**src/rtl/uart_pkg.sv**
```systemverilog
// uart_pkg: shared UART defaults and receiver state encoding
package uart_pkg;
    localparam int UART_DATA_BITS  = 8;
    localparam int UART_OVERSAMPLE = 16;
    typedef enum logic [1:0] {IDLE = 2'd0, START = 2'd1, DATA = 2'd2, STOP = 2'd3} state_t;
endpackage

```
**src/rtl/sync_2ff.sv**
```systemverilog
// sync_2ff: two-flop synchronizer that resets to the idle-high level
module sync_2ff (
    input  logic clk,
    input  logic reset,
    input  logic d,
    output logic q
);
    logic [1:0] ff;
    always_ff @(posedge clk) ff <= reset ? 2'b11 : {ff[0], d};
    assign q = ff[1];
endmodule

```
**src/rtl/uart_rx.sv**
```systemverilog
// uart_rx: 8N1 serial receiver with OVERSAMPLE-tick mid-bit sampling
module uart_rx
    import uart_pkg::*;
#(
    parameter int DATA_BITS  = UART_DATA_BITS,
    parameter int OVERSAMPLE = UART_OVERSAMPLE
) (
    input  logic                 clk,
    input  logic                 reset,
    input  logic                 b_tick,
    input  logic                 rx,
    output logic [DATA_BITS-1:0] rx_data,
    output logic                 rx_done,
    output logic                 rx_busy,
    output logic                 frame_err
);
    localparam int TW = $clog2(OVERSAMPLE);
    localparam int BW = (DATA_BITS > 1) ? $clog2(DATA_BITS) : 1;
    localparam logic [TW-1:0] HALF  = TW'(OVERSAMPLE / 2 - 1);
    localparam logic [TW-1:0] LAST  = TW'(OVERSAMPLE - 1);
    localparam logic [BW-1:0] BLAST = BW'(DATA_BITS - 1);

    state_t               state, state_next;
    logic                 rx_s;
    logic [TW-1:0]        tick_cnt;
    logic [BW-1:0]        bit_cnt;
    logic [DATA_BITS-1:0] shreg;
    logic                 mid_half, mid_bit, stop_hit;

    sync_2ff u_sync (.clk(clk), .reset(reset), .d(rx), .q(rx_s));

    assign mid_half = b_tick && tick_cnt == HALF;
    assign mid_bit  = b_tick && tick_cnt == LAST;
    assign stop_hit = state == STOP && mid_bit;

    always_ff @(posedge clk) state <= reset ? IDLE : state_next;

    always_comb begin
        state_next = state;
        case (state)
            IDLE:    state_next = rx_s ? IDLE : START;
            START:   state_next = mid_half ? (rx_s ? IDLE : DATA) : START;
            DATA:    state_next = (mid_bit && bit_cnt == BLAST) ? STOP : DATA;
            STOP:    state_next = mid_bit ? IDLE : STOP;
            default: state_next = IDLE;
        endcase
    end

    always_comb rx_busy = state != IDLE;

    // tick_cnt is held at zero in IDLE so a tick coincident with the start edge is not counted
    always_ff @(posedge clk) begin
        if (reset) begin
            tick_cnt  <= '0;
            bit_cnt   <= '0;
            shreg     <= '0;
            rx_data   <= '0;
            rx_done   <= 1'b0;
            frame_err <= 1'b0;
        end else begin
            rx_done   <= stop_hit && rx_s;
            frame_err <= stop_hit && !rx_s;
            if (stop_hit && rx_s) rx_data <= shreg;
            if (state == IDLE) tick_cnt <= '0;
            else if (b_tick) tick_cnt <= ((state == START) ? mid_half : mid_bit) ? '0 : tick_cnt + 1'b1;
            if (state == START) bit_cnt <= '0;
            else if (state == DATA && mid_bit) begin
                shreg   <= {rx_s, shreg[DATA_BITS-1:1]};
                bit_cnt <= (bit_cnt == BLAST) ? bit_cnt : bit_cnt + 1'b1;
            end
        end
    end
endmodule
```
**config.mk**
```make
export PLATFORM = sky130hd
export DESIGN_NAME = uart_rx
export DESIGN_NICKNAME = d
export VERILOG_FILES = /design/src/rtl/uart_pkg.sv /design/src/rtl/sync_2ff.sv /design/src/rtl/uart_rx.sv
export SDC_FILE = /design/constraint.sdc
export NUM_CORES = 1
export LEC_CHECK = 0
export CORE_ASPECT_RATIO = 0.5
export CORE_MARGIN = 5
export CORE_UTILIZATION = 40
export CTS_CLUSTER_SIZE = 40
export DETAILED_ROUTE_END_ITERATION = 10
export GPL_TIMING_DRIVEN = 0
export PLACE_DENSITY_LB_ADDON = 0.12
export SYNTH_ARGS = -nofsm -noshare
export SYNTH_HDL_FRONTEND = slang
export SYNTH_HIERARCHICAL = 1
export SYNTH_SLANG_ARGS = --single-unit
```
**constraint.sdc**
```tcl
create_clock -name clk -period 2.9 [get_ports clk]
set_input_delay 0.725 -clock clk [delete_from_list [all_inputs] [get_ports clk]]
set_output_delay 0.725 -clock clk [all_outputs]
set_load 0.01 [all_outputs]
```
==> run metrics <==
cell family with most CP delay buffers and inverters; reg-to-reg endpoint bit_cnt[0]; RD Place Congestion 0.716; Synth top cells by count dfxtp_1, a21oi_1, o21ai_0; Die W 88.9 um; Worst Path Buf+Inv 3; Max Slew Vio Count 0; crit path capture type primary output; Mapped Cells approximately 130; antenna violation net count after detailed routing 0; fmax about 0.43 GHz; routed vias 1006; Synth area leaders dfxtp_1, mux2i_1, a21oi_1; largest net degree at the start of global routing 11; drt total wl 2530 um; #FFs+latches synth 29; Core Region approximately 3000 um^2; post-route insts no fill between 150 and 200; syn avg cell area 9.64 um^2; Die Ht 49.4 um; Max stage delay on crit path 0.48 ns; Starting Density 0.415; Sink Count 29; worst skew pair latency between 0.2 and 0.3 ns; clock slew at reported path FFs 0.07 ns; Worst path slowest cell clkdlybuf4s50_1; IO Port Bufs 13; cell area after synthesis roughly 1200 um^2; clk_skew ~0.0047 ns; Most used DFF post-synth dfxtp_1; DRC 0; Leak Pwr 0.000583 uW; critical path fanouts, max 10; # H-tree levels 2; Worst Path Arrival 1.58 ns; CP required 2.17 ns; # Post-CTS Setup Buffers 0; # IOs 15; final core utilization 0.503; Yosys cell types 37; DP Area 1420 um^2; worst hold path class flip-flop to flip-flop; VDD IR max 0.301 mV; post-CTS resize count 0; drt first pass iters 4; # diodes 0; hold_sp u_sync/ff[0]; Yosys top cell area share 0.467; num rows 14; hold endpoint u_sync/ff[1]; Worst Setup SP state[0]; Fin Hold WS 0.403 ns; critical path depth 4; DR WL/cell 13.3 um; Max Cap Violations 0; Num CTS Buffers 5; reg2reg setup slack 1.23 ns; layout cells sized above 1 0.113; Least-Margin Pin Slew 0.471 ns; pwr/cell area 498 nW/um^2; critical setup path kind flip-flop to primary output; vias in the first global route about 900; Final Hold Fails 0; nets@finish 156; critical-path cell list buf_6 > nor2_1 > inv_1 > clkdlybuf4s50_1; grt ovf 0; outcome finished clean; Ys Warns 6; Worst setup SP type flip-flop; sum of negative setup slack 0 ns; Seq/Total Area, Yosys 0.467; hold depth 1; CTS root buf clkbuf_8; RSZ-0062 raised after global routing no; first-pass GRT wire length 4310 um; P&R area growth vs syn 21.1%; r2r startpoint bit_cnt[0]; leading area contributor after synthesis dfxtp_1; GRT Total Usage 0.130; design area around 1500 um^2; DR vias/cell roughly 5.3; initial antenna violation count 0; Mapped Nets around 140; count leader, synth dfxtp_1; placed instance count 182; Post-synth ARST share 0; FF-to-FF path depth 5; Max Root-Sink Buffers 2; fin crit share 0.794; dpl hpwl 1770 um; die footprint 4390 um^2; CTS tree built; min cycle time layout 2.30 ns; final setup violation count 0; Max-slew headroom 0.686; fillcell total ~300; Post-synth EDFFs 0; CTS Hold Bufs 0; initial drt markers 19
## cell families (layout without fill, tap and decap cells)
| kind of cell | after synthesis | count (layout) | synth area share |
|---|---|---|---|
| muxes | 8 | 8 | 0.0644 |
| AOI/OAI and AO/OA | 32 | 32 | 0.150 |
| buffers and inverters | 12 | 33 | 0.0513 |
| DFF | 29 | 29 | 0.467 |
| adders and majority gates | 3 | 3 | 0.0302 |
| and+or+nand+nor | 41 | 41 | 0.209 |
| xor gates and xnor gates | 4 | 4 | 0.0282 |
## layout by cell type, fill, tap and decap left out, types with 3 or more instances in the layout
master | netlist | layout
clkbuf_1 | 5 | 6
mux2i_1 | 8 | 8
a21oi_1 | 12 | 12
clkdlybuf4s50_1 | 0 | 13
a2111oi_0 | 3 | 3
o21ai_0 | 11 | 11
buf_2 | 3 | 3
clkbuf_8 | 0 | 5
nand2b_1 | 9 | 9
ha_1 | 3 | 3
dfxtp_1 | 29 | 29
nand3_1 | 9 | 9
## worst max-delay path by stage
stage / to / slack (ns)
final: rx_busy / 0.60
after global routing: rx_busy / 0.49
after CTS: rx_busy / 0.56
after detailed placement: tick_cnt[2] / 0.50
after global placement: tick_cnt[2] / 0.48
after floorplan: state[0] / 1.19
## per-layer routing
layer | part of all wire | track usage | up-vias
met3 | 0.052 | 0.0540 | 6
met4 | 0.017 | 0.0603 | 0
li1 | - | - | 507
met5 | 0 | 0 | -
met2 | 0.43 | 0.174 | 19
met1 | 0.50 | 0.178 | 474
## through the flow
step,total power (uW),worst slack [ns]
2_1_floorplan,428,1.19
3_3_place_gp,437,0.482
3_5_place_dp,437,0.497
4_1_cts,762,0.561
5_1_grt,785,0.488
6_report,751,0.596
## sequential cells by signal, summed over array words and instances (netlist names)
| name | count |
|---|---|
| shreg | 8 |
| frame_err | 1 |
| bit_cnt | 3 |
| rx_data | 8 |
| tick_cnt | 4 |
| state | 2 |
| u_sync/ff | 2 |
| rx_done | 1 |
## power by group
group	switching [uW]	internal, uW
Clock	156	166
Sequential	1.66	401
Combinational	14.2	11.9
## area by class of cell
cell class,count,area [um^2],share of cell area
Sequential cell,29,581,0.385
Clock inverter,2,10.0,0.00664
Tap cell,40,50.0,0.0332
Multi-Input combinational cell,88,599,0.398
Inverter,2,7.51,0.00498
Clock buffer,6,72.6,0.0482
Timing Repair Buffer,13,130,0.0864
Buffer,10,56.3,0.0374
Power figures use the tool's default switching activity.
